==> config.mk <==
export PLATFORM = sky130hd
export DESIGN_NAME = load_store_unit_flat
export DESIGN_NICKNAME = d
export VERILOG_FILES = /design/src/rtl/lsu_pkg.sv /design/src/rtl/lsu_if.sv /design/src/rtl/lsu_lane_align.sv /design/src/rtl/load_store_unit.sv /design/src/flat_wrapper.sv
export SDC_FILE = /design/constraint.sdc
export NUM_CORES = 1
export LEC_CHECK = 0
export CAP_MARGIN = 10
export CORE_ASPECT_RATIO = 2
export CORE_MARGIN = 8
export CORE_UTILIZATION = 49
export CTS_CLUSTER_DIAMETER = 30
export DETAILED_ROUTE_END_ITERATION = 6
export HOLD_SLACK_MARGIN = 0.02
export PLACE_DENSITY = 0.91
export SLEW_MARGIN = 20
export SYNTH_ARGS = -nofsm -noshare
export SYNTH_HDL_FRONTEND = slang
export SYNTH_SLANG_ARGS = --single-unit
==> constraint.sdc <==
create_clock -name clk -period 2.5 [get_ports clk]
set_input_delay 0.25 -clock clk [delete_from_list [all_inputs] [get_ports clk]]
set_output_delay 0.25 -clock clk [all_outputs]
set_load 0.01 [all_outputs]
==> src/rtl/lsu_pkg.sv <==
// Shared types and helpers for the RV32I load/store unit.
package lsu_pkg;

  localparam logic [2:0] F3_B  = 3'b000;
  localparam logic [2:0] F3_H  = 3'b001;
  localparam logic [2:0] F3_W  = 3'b010;
  localparam logic [2:0] F3_BU = 3'b100;
  localparam logic [2:0] F3_HU = 3'b101;

  typedef enum logic [2:0] {
    IDLE,
    LOAD,
    STORE,
    RMW_RD,
    RMW_WR,
    DONE
  } lsu_state_t;

  function automatic logic is_misaligned(input logic [2:0] funct3, input logic [1:0] lane);
    case (funct3)
      F3_H, F3_HU: return lane[0];
      F3_W:        return lane != 2'b00;
      default:     return 1'b0;
    endcase
  endfunction

  // Unsigned widths have no store form, so a store with funct3[2] set is a no-op too.
  function automatic logic is_noop(input logic load, input logic store, input logic [2:0] funct3);
    return (load == store) || (funct3 == 3'b011) || (funct3 == 3'b110) ||
           (funct3 == 3'b111) || (store && funct3[2]);
  endfunction

endpackage

==> src/rtl/lsu_if.sv <==
// Pipeline request/response bundle and word-only data memory bundle.
interface lsu_req_if #(parameter int ADDR_W = 32);
  logic              req_valid;
  logic              req_ready;
  logic              req_load;
  logic              req_store;
  logic [2:0]        req_funct3;
  logic [ADDR_W-1:0] req_addr;
  logic [31:0]       req_wdata;
  logic              resp_valid;
  logic [31:0]       resp_rdata;
  logic              resp_misaligned;

  modport master (
    output req_valid, req_load, req_store, req_funct3, req_addr, req_wdata,
    input  req_ready, resp_valid, resp_rdata, resp_misaligned
  );

  modport slave (
    input  req_valid, req_load, req_store, req_funct3, req_addr, req_wdata,
    output req_ready, resp_valid, resp_rdata, resp_misaligned
  );
endinterface

interface lsu_mem_if #(parameter int ADDR_W = 32);
  logic              mem_read;
  logic              mem_write;
  logic [ADDR_W-1:0] mem_address;
  logic [31:0]       mem_write_data;
  logic [31:0]       mem_read_data;

  modport master (
    output mem_read, mem_write, mem_address, mem_write_data,
    input  mem_read_data
  );

  modport slave (
    input  mem_read, mem_write, mem_address, mem_write_data,
    output mem_read_data
  );
endinterface

==> src/rtl/lsu_lane_align.sv <==
// Combinational lane extraction/extension for loads and byte/half merge for stores.
module lsu_lane_align
  import lsu_pkg::*;
(
  input  logic [31:0] rdata,
  input  logic [2:0]  funct3,
  input  logic [1:0]  lane,
  input  logic [15:0] wdata,
  output logic [31:0] load_data,
  output logic [31:0] store_word
);

  logic [7:0]  sel_byte;
  logic [15:0] sel_half;

  always_comb begin
    sel_byte = rdata[{lane, 3'b000} +: 8];
    sel_half = lane[1] ? rdata[31:16] : rdata[15:0];
    case (funct3)
      F3_B:    load_data = {{24{sel_byte[7]}}, sel_byte};
      F3_H:    load_data = {{16{sel_half[15]}}, sel_half};
      F3_W:    load_data = rdata;
      F3_BU:   load_data = {24'h0, sel_byte};
      F3_HU:   load_data = {16'h0, sel_half};
      default: load_data = '0;
    endcase
  end

  always_comb begin
    store_word = rdata;
    if (funct3 == F3_B)
      store_word[{lane, 3'b000} +: 8] = wdata[7:0];
    else if (funct3 == F3_H)
      store_word[{lane[1], 4'b0000} +: 16] = wdata;
  end

endmodule

==> src/rtl/load_store_unit.sv <==
// MEM-stage load/store initiator: one request at a time, sub-word stores as read-modify-write.
module load_store_unit
  import lsu_pkg::*;
#(
  parameter int ADDR_W = 32
) (
  input  logic       clk,
  input  logic       rst_n,
  lsu_req_if.slave   req,
  lsu_mem_if.master  mem
);

  lsu_state_t        state, next_state, first_state;
  logic              accept, req_noop, req_mis, write_strobe;
  logic [2:0]        funct3_q;
  logic [ADDR_W-1:0] addr_q;
  logic [31:0]       wdata_q, wbuf_q, rdata_q;
  logic              mis_q;
  logic [31:0]       load_data, store_word;

  lsu_lane_align u_align (
    .rdata      (mem.mem_read_data),
    .funct3     (funct3_q),
    .lane       (addr_q[1:0]),
    .wdata      (wdata_q[15:0]),
    .load_data  (load_data),
    .store_word (store_word)
  );

  always_ff @(posedge clk) begin
    if (!rst_n) state <= IDLE;
    else        state <= next_state;
  end

  // The first state of a request is decided from the raw request at acceptance.
  always_comb begin
    accept   = req.req_valid && req.req_ready;
    req_noop = is_noop(req.req_load, req.req_store, req.req_funct3);
    req_mis  = !req_noop && is_misaligned(req.req_funct3, req.req_addr[1:0]);
    if (req_noop || req_mis)        first_state = DONE;
    else if (req.req_load)          first_state = LOAD;
    else if (req.req_funct3 == F3_W) first_state = STORE;
    else                            first_state = RMW_RD;

    next_state = state;
    case (state)
      IDLE:          next_state = accept ? first_state : IDLE;
      LOAD, STORE:   next_state = DONE;
      RMW_RD:        next_state = RMW_WR;
      RMW_WR:        next_state = DONE;
      DONE:          next_state = accept ? first_state : IDLE;
      default:       next_state = IDLE;
    endcase
  end

  always_comb begin
    req.req_ready       = 1'b0;
    mem.mem_read        = 1'b0;
    write_strobe        = 1'b0;
    mem.mem_write_data  = '0;
    case (state)
      IDLE:   req.req_ready = 1'b1;
      LOAD:   mem.mem_read  = 1'b1;
      STORE: begin
        write_strobe       = 1'b1;
        mem.mem_write_data = wdata_q;
      end
      RMW_RD: mem.mem_read  = 1'b1;
      RMW_WR: begin
        write_strobe       = 1'b1;
        mem.mem_write_data = wbuf_q;
      end
      DONE:   req.req_ready = 1'b1;
      default: ;
    endcase
  end

  // A write must not land while reset is held, even if the state has not yet left STORE/RMW_WR.
  assign mem.mem_write   = write_strobe && rst_n;
  assign mem.mem_address = {addr_q[ADDR_W-1:2], 2'b00};

  always_ff @(posedge clk) begin
    if (!rst_n) begin
      funct3_q             <= '0;
      addr_q               <= '0;
      wdata_q              <= '0;
      wbuf_q               <= '0;
      rdata_q              <= '0;
      mis_q                <= 1'b0;
      req.resp_valid       <= 1'b0;
      req.resp_rdata       <= '0;
      req.resp_misaligned  <= 1'b0;
    end else begin
      if (accept) begin
        funct3_q <= req.req_funct3;
        addr_q   <= req.req_addr;
        wdata_q  <= req.req_wdata;
        mis_q    <= req_mis;
        rdata_q  <= '0;
      end else if (state == LOAD) begin
        rdata_q  <= load_data;
      end
      if (state == RMW_RD)
        wbuf_q <= store_word;
      // The response is registered out of DONE, so it overlaps a request accepted in DONE.
      req.resp_valid      <= (state == DONE);
      req.resp_rdata      <= (state == DONE) ? rdata_q : '0;
      req.resp_misaligned <= (state == DONE) && mis_q;
    end
  end

endmodule

==> src/flat_wrapper.sv <==
// flat-port wrapper written by rule: the top's interface ports become plain ports
module load_store_unit_flat import lsu_pkg::*;
#(
  parameter int ADDR_W = 32
)
  (clk, rst_n, req_req_valid, req_req_load, req_req_store, req_req_funct3, req_req_addr, req_req_wdata, req_req_ready, req_resp_valid, req_resp_rdata, req_resp_misaligned, mem_mem_read, mem_mem_write, mem_mem_address, mem_mem_write_data, mem_mem_read_data);
  lsu_req_if #(.ADDR_W(ADDR_W)) req_i ();
  lsu_mem_if #(.ADDR_W(ADDR_W)) mem_i ();
  input  logic clk;
  input  logic rst_n;
  input wire logic [$bits(req_i.req_valid)-1:0] req_req_valid;
  input wire logic [$bits(req_i.req_load)-1:0] req_req_load;
  input wire logic [$bits(req_i.req_store)-1:0] req_req_store;
  input wire logic [$bits(req_i.req_funct3)-1:0] req_req_funct3;
  input wire logic [$bits(req_i.req_addr)-1:0] req_req_addr;
  input wire logic [$bits(req_i.req_wdata)-1:0] req_req_wdata;
  output wire logic [$bits(req_i.req_ready)-1:0] req_req_ready;
  output wire logic [$bits(req_i.resp_valid)-1:0] req_resp_valid;
  output wire logic [$bits(req_i.resp_rdata)-1:0] req_resp_rdata;
  output wire logic [$bits(req_i.resp_misaligned)-1:0] req_resp_misaligned;
  output wire logic [$bits(mem_i.mem_read)-1:0] mem_mem_read;
  output wire logic [$bits(mem_i.mem_write)-1:0] mem_mem_write;
  output wire logic [$bits(mem_i.mem_address)-1:0] mem_mem_address;
  output wire logic [$bits(mem_i.mem_write_data)-1:0] mem_mem_write_data;
  input wire logic [$bits(mem_i.mem_read_data)-1:0] mem_mem_read_data;
  assign req_i.req_valid = req_req_valid;
  assign req_i.req_load = req_req_load;
  assign req_i.req_store = req_req_store;
  assign req_i.req_funct3 = req_req_funct3;
  assign req_i.req_addr = req_req_addr;
  assign req_i.req_wdata = req_req_wdata;
  assign req_req_ready = req_i.req_ready;
  assign req_resp_valid = req_i.resp_valid;
  assign req_resp_rdata = req_i.resp_rdata;
  assign req_resp_misaligned = req_i.resp_misaligned;
  assign mem_mem_read = mem_i.mem_read;
  assign mem_mem_write = mem_i.mem_write;
  assign mem_mem_address = mem_i.mem_address;
  assign mem_mem_write_data = mem_i.mem_write_data;
  assign mem_i.mem_read_data = mem_mem_read_data;
  load_store_unit #(.ADDR_W(ADDR_W)) u_core (.clk(clk), .rst_n(rst_n), .req(req_i), .mem(mem_i));
endmodule
; ---- Word level (Yosys, flattened, before mapping)
; Index checks and enable logic that the tools add are counted.
[classes]
shift = 5
n_mux = 16
n_addsub = 2
bitwise_logic = 1
n_eq_ne = 16
n_reduce_logical = 21
[ops]
columns = cell, count
row1 = $pmux W32 S5, 1
row2 = $bwmux W32, 2
row3 = $mux W32, 2
row4 = $pmux W32 S2, 1
row5 = $shift A16 B7 Y32 const A, 1
row6 = $shift A8 B7 Y32 const A, 1
row7 = $shiftx A16 B7 Y32, 1
row8 = $shiftx A32 B6 Y8, 1
row9 = $shiftx A8 B7 Y32, 1
row10 = $eq A3 B3 Y1 const B, 7
row11 = $mux W16, 1
row12 = $eq A3 B2 Y1 const B, 5
row13 = $neg A5 Y7, 2
row14 = $reduce_or A2 Y1, 5
row15 = $eq A3 B1 Y1 const B, 3
row16 = $mux W3, 3
row17 = $pmux W3 S3, 1
row18 = $logic_not A3 Y1, 2
row19 = $logic_and A1 B1 Y1, 5
row20 = $logic_or A1 B1 Y1, 5
row21 = $mux W1, 4
row22 = $reduce_or A3 Y1, 1
row23 = $pmux W1 S2, 1
row24 = $reduce_and A2 Y1, 1
row25 = other kinds (4), 4
[totals]
word_cells = 71
ff_bits = 169
inputBits = 104
out_inout_bits = 101

; ---- Longest topological paths before layout
[depth]
ltp_word = 11
ltp_mapped = 8
ltp_nobuf = 6

; ---- Modules after synthesis
; Synthesis repeated with hierarchy kept, for this count alone.
[unflattened]
cells_unflattened = 973
area_unflattened_um2 = 8076.5
[by_module_without_submodules]
columns = module, seq_area_each_um2, n_inst, area_each_um2, cells_per_inst
row1 = load_store_unit, 3383.2, 1, 6512.5, 756
row2 = lsu_lane_align, 0.0, 1, 1564.0, 217

; ---- Least setup slack after synthesis
; OpenSTA, ideal clock, no wires.
[synth_path]
path_type = register -> register
from = reg u_core.addr_q[1]
to = reg u_core.wbuf_q[0]
setup_time_ns = 0.058
n_path_buf = 2
t_arrival_ns = 1.991
path_stages_with_launch = 9
setup_slack_ns = 0.452
required_ns = 2.442
period_less_slack_ns = 2.048
path_cell_list = dfxtp_1 > buf_2 > inv_1 > ha_1 > nor4bb_1 > clkbuf_1 > a221oi_1 > a211oi_1 > a21o_1
[synth_between]
elab_chain_cells = 5
elab_cells_between_ends = 10
classes_between = add/sub: 2 / shift: 4 / mux: 4
[synth_lines]
columns = element, line
row1 = "start, declared", load_store_unit.sv:16  ; logic [ADDR_W-1:0] addr_q;
row2 = "start signal, assigned", load_store_unit.sv:96  ; addr_q <= req.req_addr;
row3 = $neg A5 Y7, lsu_lane_align.sv:34  ; store_word[{lane[1], 4'b0000} +: 16] = wdata;
row4 = $shiftx A16 B7 Y32 or $shift A16 B7 Y32 (tied branches), lsu_lane_align.sv:34
row5 = $bwmux W32, lsu_lane_align.sv:34
row6 = $mux W32, lsu_lane_align.sv:33  ; else if (funct3 == F3_H)
row7 = $mux W32 *, lsu_lane_align.sv:31  ; if (funct3 == F3_B)
row8 = "end signal, assigned", load_store_unit.sv:104  ; wbuf_q <= store_word;
row9 = "end, declared", load_store_unit.sv:17  ; logic [31:0] wdata_q, wbuf_q, rdata_q;
; Mark *: on every way between the ends. The rest lies on a longest branch, timed or not.
; A chain may end at the register's enable or synchronous reset.

; ---- Final worst setup path
[layout_path]
from = reg u_core.state[2]
to = out mem_mem_write_data[31]
[layout_between]
elab_chain_cells = 2
elab_cells_between_ends = 3
classes_between = eq/ne: 2 / mux: 1
[layout_lines]
columns = element, line
row1 = "start, declared", load_store_unit.sv:13  ; lsu_state_t state, next_state, first_state;
row2 = "start signal, assigned", load_store_unit.sv:32  ; else state <= next_state;
row3 = $eq A3 B3 Y1 or $eq A3 B2 Y1 (tied branches), load_store_unit.sv:61  ; case (state)
row4 = $pmux W32 S2 *, load_store_unit.sv:61
row5 = "end, declared", flat_wrapper.sv:24  ; output wire logic [$bits(mem_i.mem_write_data)-1:0] mem_mem_write_data;
; Marks and branches as above.

==> results.sh <==
export IMPL_status="finished, violations left"
export IMPL_failed_checks="DRC"
export IMPL_power_density_mw_per_mm2=759
export IMPL_end_kind="output pin"
export IMPL_port_buffers=202
export IMPL_crit_path_max_fanout=30
export IMPL_gp_congestion=0.938
export IMPL_antenna_found_initial=0
export IMPL_power_total_w=0.00778
export IMPL_cts_htree_levels=4
export IMPL_syn_area_per_cell_sq_um=9.18
export IMPL_ys_top_cells_by_area="dfxtp_1 (44%), nand2_1 (7.6%), a21oi_1 (4.5%), buf_4 (3.9%), a22o_1 (3.6%)"
export IMPL_switching_share_pct=32.1
export IMPL_crit_type="flop to output pin"
export IMPL_setup_viol_count_final=0
export IMPL_drt_iter0_drc=696
export IMPL_dr_pass1_iters=7
export IMPL_grt_pass1_wl_mm=37.9
export IMPL_dieArea_sq_mm=0.0202
export IMPL_synth_edf_count=0
export IMPL_period_share_pct=97.5
export IMPL_dp_hpwl_mm=17.4
export IMPL_synth_seq_cells=169
export IMPL_synthAdderAreaFrac_pct=0.812
export IMPL_synthMuxAreaShare_pct=4.58
export IMPL_seq_power_share_pct=40.5
export IMPL_netlist_area_sq_mm=0.00770
export IMPL_synth_compound_area_share_pct=26.4
export IMPL_fin_tns_setup_ns=0
export IMPL_synth_top_cell_area_share_pct=43.9
export IMPL_num_vias=7184
export IMPL_die_width_um=105
export IMPL_synth_top_family_by_area="compound AO/OA/AOI/OAI gates"
export IMPL_design_area_sq_mm=0.0102
export IMPL_max_freq_mhz=410
export IMPL_die_h_um=193
export IMPL_drv_cap=0
export IMPL_synthXorXnorAreaFrac_pct=0.325
export IMPL_p_int_w=0.00528
export IMPL_grt_util_all_layers_pct=23.0
export IMPL_clk_pin_slew_ns=0.07
export IMPL_fin_crit_ns=2.44
export IMPL_crit_path_start_kind="flop"
export IMPL_syn_inst=839
export IMPL_synth_top_cell_by_area="dfxtp_1"
export IMPL_nets=1094
export IMPL_clk_path_buf_depth=2
export IMPL_utilization_pct=65.6
export IMPL_ir_worst_vdd_mv=0.527
export IMPL_hold_buffers=0
export IMPL_gr_total_overflow=0
export IMPL_grt_max_degree=57
export IMPL_cp_arrival_ns=2.19
export IMPL_yosysSeqAreaShare_pct=43.9
export IMPL_clkSinkCount=169
export IMPL_initial_core_util_pct=49.3
export IMPL_root_buffer="clkbuf_16"
export IMPL_place_area_sq_mm=0.00965
export IMPL_min_path_type="primary input to flop"
export IMPL_rsz0062_at_grt="no"
export IMPL_finClkSkew_ns=0.0109
export IMPL_drc=11
export IMPL_worstPathRequired_ns=2.25
export IMPL_yosys_top_cells_count="dfxtp_1 (169), nand2_1 (155), a21oi_1 (70), buf_4 (40), and2_1 (34)"
export IMPL_ys_async_sr_fraction_pct=0
export IMPL_slew_violations=0
export IMPL_drt_vias_per_instance=5.99
export IMPL_yosys_warnings=0
export IMPL_cts_tree="yes"
export IMPL_core_sq_mm=0.0156
export IMPL_io_pins=205
export IMPL_place_ws_ns=0.186
export IMPL_synth_most_common_cell="dfxtp_1"
export IMPL_area_growth_pct=33.1
export IMPL_drive_above_1_share_pct=10.1
export IMPL_antenna_left=0
export IMPL_wl_per_cell_um=20.1
export IMPL_routed_wl_mm=24.1
export IMPL_power_leakage_nw=3.86
export IMPL_rows=65
export IMPL_p_clk_share_pct=33.6
export IMPL_worst_slack_ns=0.0636
export IMPL_maxSlewHeadroom_pct=51.5
export IMPL_ys_types=61
export IMPL_clk_latency_ns=0.43
export IMPL_finalHoldViolCount=0
export IMPL_pwr_share_comb_pct=25.9
export IMPL_tightest_slew_ns=0.727
export IMPL_ys_flop_type="dfxtp_1"
export IMPL_cts_buffers=17
export IMPL_yosys_area_share_simple_pct=15.2
export IMPL_grt_pass1_vias=7080
export IMPL_power_net_switching_w=0.00249
export IMPL_diodes=0
flip-flops by register name (all words and copies together) (netlist names):
register and count:
u_core.funct3_q 3, u_core.wdata_q 32, u_core.addr_q 32, u_core.req.resp_misaligned 1
u_core.mis_q 1, u_core.req.resp_rdata 32, u_core.rdata_q 32, u_core.wbuf_q 32
u_core.state 3, u_core.req.resp_valid 1
power by group through the flow:
stage | Clock, W | Sequential, W | Combinational (W)
2_1_floorplan | 0 | 0.00310 | 0.00142
3_3_place_gp | 0 | 0.00318 | 0.00191
3_5_place_dp | 0 | 0.00320 | 0.00197
4_1_cts | 0.00263 | 0.00314 | 0.00200
5_1_grt | 0.00274 | 0.00317 | 0.00218
6_report | 0.00261 | 0.00315 | 0.00201
logic make-up (layout without fill, tap and decap cells):
logic type / after synthesis / count (layout)
buf+inv: 119 / 277
compound gates: 271 / 271
simple gates: 238 / 238
fa+ha+maj: 5 / 5
flops: 169 / 169
mux: 34 / 34
other cells: 1 / 2
xor+xnor: 2 / 2
layout by cell type, fill, tap and decap left out, types with 3 or more instances in the layout:
| cell type | Yosys | final |
|---|---|---|
| a221oi_2 | 10 | 10 |
| nor2_1 | 14 | 14 |
| nand2_1 | 155 | 155 |
| buf_4 | 40 | 20 |
| mux2i_1 | 24 | 24 |
| a221oi_1 | 31 | 31 |
| clkbuf_1 | 33 | 3 |
| inv_6 | 0 | 4 |
| ha_1 | 5 | 5 |
| o21ai_0 | 10 | 10 |
| clkbuf_16 | 0 | 17 |
| nor3_1 | 4 | 3 |
| nor2b_1 | 4 | 4 |
| a211oi_1 | 24 | 23 |
| mux2_2 | 10 | 10 |
| dfxtp_1 | 169 | 168 |
| inv_1 | 17 | 17 |
| a22o_1 | 32 | 32 |
| a222oi_1 | 6 | 6 |
| a211o_1 | 8 | 8 |
| a31oi_1 | 3 | 3 |
| a22oi_1 | 33 | 33 |
| nor3b_4 | 2 | 4 |
| clkdlybuf4s50_1 | 0 | 201 |
| and2_1 | 34 | 34 |
| buf_12 | 1 | 5 |
| a21oi_1 | 70 | 69 |
| a21o_1 | 27 | 27 |
| o2bb2ai_1 | 6 | 6 |
metal layers:
layer | track usage [%] | wire (um) | up-vias
li1 | - | - | 3279
met1 | 26.4 | 9150 | 3365
met2 | 37.6 | 11400 | 451
met3 | 7.09 | 2370 | 89
met4 | 11.4 | 1200 | 0
met5 | 0 | 0 | -
worst max-delay path, cell delays in order (launching register included):
cell	delay (ns)
dfxtp_1	0.31
buf_4	0.17
nor3b_4	0.27
buf_12	0.22
a22o_1	0.21
clkdlybuf4s50_1	0.57
final timing paths:
kind	from	end	slack (ns)	cells past startpoint
max	u_core.state[2]$_SDFF_PN0_	mem_mem_write_data[31]	0.06	5
max reg2reg	u_core.addr_q[0]$_SDFFE_PN0N_	u_core.wbuf_q[1]$_SDFFE_PN0P_	0.17	7
min	req_req_addr[28]	u_core.addr_q[28]$_SDFFE_PN0N_	0.37	3
min reg2reg	u_core.mis_q$_SDFFE_PN0N_	u_core.mis_q$_SDFFE_PN0N_	0.44	2
layout make-up:
class / instances / area (sq um)
clock inverters: 12 / 140
fillers: 1147 / 5370
inverters: 18 / 67.6
clock buffers: 20 / 437
flip-flops and latches: 169 / 3380
repair buffers: 227 / 2270
multi-input cells: 552 / 3690
well taps: 201 / 251
metrics by stage:
step | instances | hold slack (ns)
final | 1199 | 0.368
after global routing | 1199 | 0.380
after CTS | 1199 | 0.360
after detailed placement | 1165 | 0.438
after global placement | 1165 | 0.435
after floorplan | 840 | 0.327
timing repair:
item | CTS | global route
pin swaps | 2 | 1
resized for setup | 0 | 3
setup endpoints to repair | 9 | 8
gates cloned | 0 | 0
buffers inserted | 2 | 0
Note: power is estimated with default switching activity, not from simulation.
